===== src/rtl/fa_serial_sched.sv =====
// Shares one external single-bit full adder between two requesters, computing
// WIDTH-bit sums LSB first with round-robin arbitration and one operation in flight.
module fa_serial_sched #(
   parameter int unsigned WIDTH = 8
) (
   input  logic             clk,
   input  logic             rst,
   input  logic             req0_valid,
   output logic             req0_ready,
   input  logic [WIDTH-1:0] req0_a,
   input  logic [WIDTH-1:0] req0_b,
   input  logic             req0_cin,
   input  logic             req1_valid,
   output logic             req1_ready,
   input  logic [WIDTH-1:0] req1_a,
   input  logic [WIDTH-1:0] req1_b,
   input  logic             req1_cin,
   output logic             fa_a,
   output logic             fa_b,
   output logic             fa_cin,
   input  logic             fa_sum,
   input  logic             fa_cout,
   output logic             rsp_valid,
   input  logic             rsp_ready,
   output logic             rsp_id,
   output logic [WIDTH-1:0] rsp_sum,
   output logic             rsp_cout,
   output logic             busy
);

   localparam int unsigned CW = $clog2(WIDTH + 1);
   localparam logic [CW-1:0] LAST_CNT = CW'(WIDTH - 1);

   localparam logic [1:0] ST_IDLE = 2'd0;
   localparam logic [1:0] ST_RUN  = 2'd1;
   localparam logic [1:0] ST_DONE = 2'd2;

   logic [1:0]       r_state;
   logic             r_last_grant;
   logic [WIDTH-1:0] r_a_sh;
   logic [WIDTH-1:0] r_b_sh;
   logic [WIDTH-1:0] r_sum_sh;
   logic             r_carry;
   logic             r_id;
   logic [CW-1:0]    r_cnt;

   logic             w_idle;
   logic             w_run;
   logic             w_done;
   logic             w_grant1;
   logic             w_accept;
   logic [WIDTH-1:0] w_sum_next;

   always_comb begin
      w_idle   = (r_state == ST_IDLE);
      w_run    = (r_state == ST_RUN);
      w_done   = (r_state == ST_DONE);
      // On a tie, requester 1 wins only if requester 0 was served last.
      w_grant1 = req1_valid & (~req0_valid | ~r_last_grant);
      w_accept = w_idle & (req0_valid | req1_valid);
   end

   always_comb begin
      w_sum_next            = r_sum_sh >> 1;
      w_sum_next[WIDTH-1]   = fa_sum;
   end

   always_comb begin
      req0_ready = ~rst & w_idle & req0_valid & ~w_grant1;
      req1_ready = ~rst & w_idle & w_grant1;
      fa_a       = w_run & r_a_sh[0];
      fa_b       = w_run & r_b_sh[0];
      fa_cin     = w_run & r_carry;
      rsp_valid  = w_done;
      rsp_id     = w_done & r_id;
      rsp_sum    = w_done ? r_sum_sh : '0;
      rsp_cout   = w_done & r_carry;
      busy       = w_run | w_done;
   end

   always_ff @(posedge clk or posedge rst) begin
      if (rst) begin
         r_state      <= ST_IDLE;
         r_last_grant <= 1'b1;
         r_a_sh       <= '0;
         r_b_sh       <= '0;
         r_sum_sh     <= '0;
         r_carry      <= 1'b0;
         r_id         <= 1'b0;
         r_cnt        <= '0;
      end else begin
         case (r_state)
            ST_IDLE: begin
               if (w_accept) begin
                  r_a_sh  <= w_grant1 ? req1_a : req0_a;
                  r_b_sh  <= w_grant1 ? req1_b : req0_b;
                  r_carry <= w_grant1 ? req1_cin : req0_cin;
                  r_id    <= w_grant1;
                  r_cnt   <= '0;
                  r_state <= ST_RUN;
               end
            end
            ST_RUN: begin
               r_a_sh   <= r_a_sh >> 1;
               r_b_sh   <= r_b_sh >> 1;
               r_sum_sh <= w_sum_next;
               r_carry  <= fa_cout;
               r_cnt    <= r_cnt + CW'(1);
               if (r_cnt == LAST_CNT) begin
                  r_state <= ST_DONE;
               end
            end
            ST_DONE: begin
               if (rsp_ready) begin
                  r_last_grant <= r_id;
                  r_state      <= ST_IDLE;
               end
            end
            default: r_state <= ST_IDLE;
         endcase
      end
   end

endmodule


===== config.mk =====
export PLATFORM = sky130hd
export DESIGN_NAME = fa_serial_sched
export DESIGN_NICKNAME = d
export VERILOG_FILES = /design/src/rtl/fa_serial_sched.sv
export SDC_FILE = /design/constraint.sdc
export NUM_CORES = 1
export LEC_CHECK = 0
export CAP_MARGIN = 30
export CORE_ASPECT_RATIO = 1.2
export CORE_UTILIZATION = 55
export CTS_CLUSTER_SIZE = 14
export DETAILED_ROUTE_END_ITERATION = 8
export DONT_BUFFER_PORTS = 1
export PLACE_DENSITY = 0.7
export SLEW_MARGIN = 30
export SYNTH_ARGS = -nofsm -noshare
export SYNTH_HDL_FRONTEND = slang
export SYNTH_SLANG_ARGS = --single-unit

===== constraint.sdc =====
create_clock -name clk -period 4.05 [get_ports clk]
set_clock_uncertainty 0.2 [all_clocks]
set_input_delay 0.2025 -clock clk [delete_from_list [all_inputs] [get_ports clk]]
set_output_delay 0.2025 -clock clk [all_outputs]
set_load 0.02 [all_outputs]

======== Word-level counts from Yosys, hierarchy flattened ========
Cells that the tools add are included.
Widths: inputs -> output; s select.
storage, ports and cells
  register bits after elaboration ......... 33
  output and inout bits ................... 17
  word-level logic and storage cells ...... 55
  input port bits ......................... 41
operators by class
  eq/ne operators ......................... 6
  $add $sub $neg .......................... 1
  mux-type cells .......................... 16
  bitwise gates (word level) .............. 18
  reductions and logical operators ........ 6
operator list
  cell                 number
  $mux 8               5
  $pmux 8 s2           2
  $and 1x1->1          11
  $pmux 4 s2           1
  $mux 2               3
  $pmux 2 s3           1
  $reduce_and 2->1     3
  $add 4x1->4 const B  1
  $eq 4x3->1 const B   1
  $mux 4               1
  $ne 2x1->1 const B   2
  $not 1->1            4
  $or 1x1->1           3
  $reduce_and 3->1     1
  $eq 2x1->1 const B   1
  $eq 2x2->1 const B   1
  $logic_not 2->1      1
  $mux 1               2
  $ne 2x2->1 const B   1
  $pmux 1 s2           1
  $reduce_bool 2->1    1

======== Depth between registers and ports, before layout ========
  depth after elaboration ................. 6
  mapped depth ............................ 7
  gate-level depth less buffers ........... 5

======== Least setup slack after synthesis ========
OpenSTA, ideal clock, no wires.
  kind .................................... reg-to-output
  start ................................... reg r_state[1]
  end ..................................... out fa_a
  cell stages (with the launch flop) ...... 6
  data required time ...................... 3.648 ns
  slack ................................... 2.065 ns
  arrival ................................. 1.582 ns
  cell sequence ........................... dfrtp_1 > inv_1 > ha_1 > buf_1 > clkbuf_1 > and2_1
between the ends
  cells in the longest elaborated chain, start to end .. 2
ends and longest elaborated chain
  what                      RTL line  RTL
  start: declaration        38        logic [1:0] r_state;
  start signal: assignment  83        r_state <= ST_IDLE;
  start signal: assignment  100       r_state <= ST_RUN;
  start signal: assignment  110       r_state <= ST_DONE;
  $eq 2x1->1                56        w_run = (r_state == ST_RUN);
  $and 1x1->1               71        fa_a = w_run & r_a_sh[0];
  end: declaration          18        output logic fa_a,
Every way passes these cells.

======== Worst setup path after layout ========
  start ................................... reg r_state[1]
  end ..................................... reg r_carry
between the ends
  cells in the longest elaborated chain, start to end .. 4
ends and longest elaborated chain
  what                        RTL line  RTL
  $logic_not 2->1             55, 92
  $and 1x1->1                 60        w_accept = w_idle & (req0_valid | req1_valid);
  $ne 2x1->1 (no line)        n/a
  $reduce_and 2->1 (no line)  n/a
  end signal: assignment      97        r_carry <= w_grant1 ? req1_cin : req0_cin;
  end signal: assignment      107       r_carry <= fa_cout;
  end: declaration            43        logic r_carry;
Several ways; a longest one is shown, not always the timed one.
A chain may end at the register's enable or synchronous reset.

==> run summary <==
Max Buffers Root-to-Sink: 2
Post-Synthesis Cells: 169
Post-Syn Area per Cell: 11.0 sq um
Fmax: 0.315 GHz
Die W: 55.1 um
Crit path time final: 3.18 ns
Drt total wl: 4.34 mm
CTS-repair resized insts: 0
Remaining DRCs: 0
Worst Path Required: 4.08 ns
Largest family of logic cells by synthesized area: compound AO/OA/AOI/OAI gates
Via/cell ratio: 6.15
P per Cell Area: 700 nW/um^2
Crit-path cells: inv_1 -> ha_1 -> buf_4 -> nor2_2 -> or3_1 -> o211ai_2 -> dlygate4sd3_1
Cts bufs inserted: 5
Overflow after GRT: 0
Gr usage total: 26.5%
Share of layout cells above drive strength 1: 17.0%
Final antenna diode count: 0
Netlist cell types: 32
Port Buffers: 0
Final period util: 78.5%
Critical Path Fanout Max: 33
Final #Nets: 252
Storage cell area: 827 sq um
Ports: 58
Row Count: 22
Switching Power: 683 uW
Yosys reg bits: 33
Largest net degree at the start of global routing: 36
Max-slew headroom: 48.3%
Post-synth top area share: 43.1%
WP data arrival: 3.21 ns
Multiplexer area fraction after synthesis: 15.8%
Post-synth net total: 216
Final setup viols: 0
Endpoint class of the critical path: flop
Synth Area in Simple Gates: 13.3%
Ranking of synthesized cells by area: dfrtp_1 43%, mux2i_1 9.2%, mux2_2 6.7%
Area occupied by multi-input gates: 947 sq um
Post-synth top cells: 32 x dfrtp_1, 19 x o21ai_0, 17 x mux2i_1, 16 x nand3_1, 13 x and2_1
Final Hold Viols: 0
Die Y-Extent: 65.7 um
Dominant synthesized flop cell: dfrtp_1
Crit-path max cell delay: 0.71 ns
Int Power: 927 uW
Least-Margin Pin Slew: 0.776 ns
Placed insts: 196
Routability congestion estimate: 0.781
Fin cells: 242
CTS Sinks: 33
Lkg Pwr: 0.000987 uW
Total vias in the final route: 1,488
Hold/Removal Path Class: in2reg
Count leader, synth: dfrtp_1
Setup CP Type: reg2reg
Setup TNS: 0 ns
Critical Path Slowest Stage Cell: or3_1
Buf/Inv on CP: 3
Core area: 3140 sq um
Post-synth EDFFs: 0
Root Driver: clkbuf_4
Initial Util: 59.3%
Routed Antenna Nets: 0
Register area share after synthesis: 44.5%
Clock power frac: 11.4%
Reg2reg setup slack: 0.87 ns
Sequential Power Share: 37.2%
Post-CTS Setup Inserts: 0
Post-DP HPWL: 2.49 mm
Status: completed
First-pass GRT wire length: 6.70 mm
Initial drt markers: 44
CTS Hold Bufs: 38
Area growth from synthesis to layout: 23.7%
Clock latency reported for the late side of the worst-skew pair: 0.34 ns
Final Max Tran Viols: 0
Post-synthesis compound-gate area fraction: 17.4%
CTS tree: done
Logic gate share of total power: 51.4%
Vias in the first global route: 1,497
Yosys warns: 0
Antenna violations before repair: 0
Cell accounting for the most synthesized area: dfrtp_1
Synth Area in Adders: 4.04%
Clk slew on worst S/H paths: 0.11 ns
Post-Place Setup Slack: 1.12 ns
Unrepaired setup endpoints after global routing: false
Startpoint types: flop
Fraction of registers with async set/reset: 100%
Die area: 3620 sq um
Sw Share: 42.4%
Peak VDD IR: 0.000647 V
DR WL/cell: 17.9 um
# fillers: 220
H-Tree Depth: 2
Max-Cap Viols: 0
Initial DRT Pass Iterations: 4
Worst setup margin: 0.872 ns
Cell family with most CP delay: simple AND/OR/NAND/NOR gates
Synth Area in XOR/XNOR: 0%
Synthesized cell area: 1860 sq um
stage by stage:
step | total power (uW) | util, % | instance area, sq um | hold slack [ns]
2_1_floorplan | 1250 | - | 1860 | 0.142
3_3_place_gp | 1320 | 59.3 | 1860 | 0.00619
3_5_place_dp | 1370 | 59.3 | 1860 | 0.0149
4_1_cts | 1610 | 73.2 | 2300 | 0.0528
5_1_grt | 1730 | 73.3 | 2300 | 0.0740
6_report | 1610 | 73.3 | 2300 | 0.0608
final cells by class:
| class | instances | share of cell area (%) |
|---|---|---|
| clock inverter | 3 | 0.762 |
| timing repair buffer | 42 | 17.8 |
| multi-input combinational | 119 | 41.2 |
| sequential | 33 | 36.0 |
| inverter | 4 | 0.653 |
| tap | 36 | 1.96 |
| clock buffer | 5 | 1.63 |
worst reg2reg max path, cell delays in order (launching register included):
cell	delay (ns)
dfrtp_1	0.38
inv_1	0.09
ha_1	0.19
buf_4	0.24
nor2_2	0.53
or3_1	0.71
o211ai_2	0.15
dlygate4sd3_1	0.58
cells by family after synthesis:
logic type,count (synthesis)
AOI/OAI and AO/OA,43
adders and majority gates,6
buffers and inverters,17
DFF,33
muxes,28
and+or+nand+nor,42
registers in the layout, summed over array words and instances, names as in the netlist:
register / flops
r_a_sh: 8
r_b_sh: 8
r_carry: 1
r_cnt: 4
r_id: 1
r_last_grant: 1
r_state: 2
r_sum_sh: 8
layer usage:
layer  up-vias  track usage [%]  wire length (um)
met4         0             9.38                80
met5         -                0                 0
met3        10             7.64               246
met1       723             30.5              1680
met2        61             45.0              2330
li1        694                -                 -
power by group through the flow:
stage | clock network (uW) | logic (uW) | registers (uW)
after floorplan | 0 | 684 | 568
after global placement | 0 | 728 | 591
after detailed placement | 0 | 762 | 603
after CTS | 188 | 823 | 596
after global routing | 203 | 907 | 620
final | 184 | 827 | 600
cells in the final DEF, fill, tap and decap left out, types with 2 or more instances in the layout:
cell type	n
dlygate4sd3_1	38
dfrtp_1	32
o21ai_0	19
mux2i_1	17
nand3_1	16
and2_1	13
mux2_2	11
o211ai_2	8
o211ai_1	7
ha_1	6
clkbuf_4	5
inv_1	4
buf_4	4
nand2_1	3
a22o_1	2
o2bb2ai_1	2
nand2b_1	2
clkinv_2	2
path summary, 6_finish.rpt:
| check | cells past startpoint | from | to |
|---|---|---|---|
| max reg2reg | 7 | r_state[1]$_DFFE_PP0P_ | r_carry$_DFFE_PP0P_ |
| max | 7 | r_state[1]$_DFFE_PP0P_ | r_carry$_DFFE_PP0P_ |
| max in group asynchronous | 3 | rst | r_last_grant$_DFFE_PP1P_ |
| min reg2reg | 1 | r_a_sh[7]$_DFFE_PP0P_ | r_a_sh[7]$_DFFE_PP0P_ |
| min | 3 | rsp_ready | r_state[1]$_DFFE_PP0P_ |
| min in group asynchronous | 3 | rst | r_sum_sh[3]$_DFFE_PP0N_ |
Power figures use the tool's default switching activity.
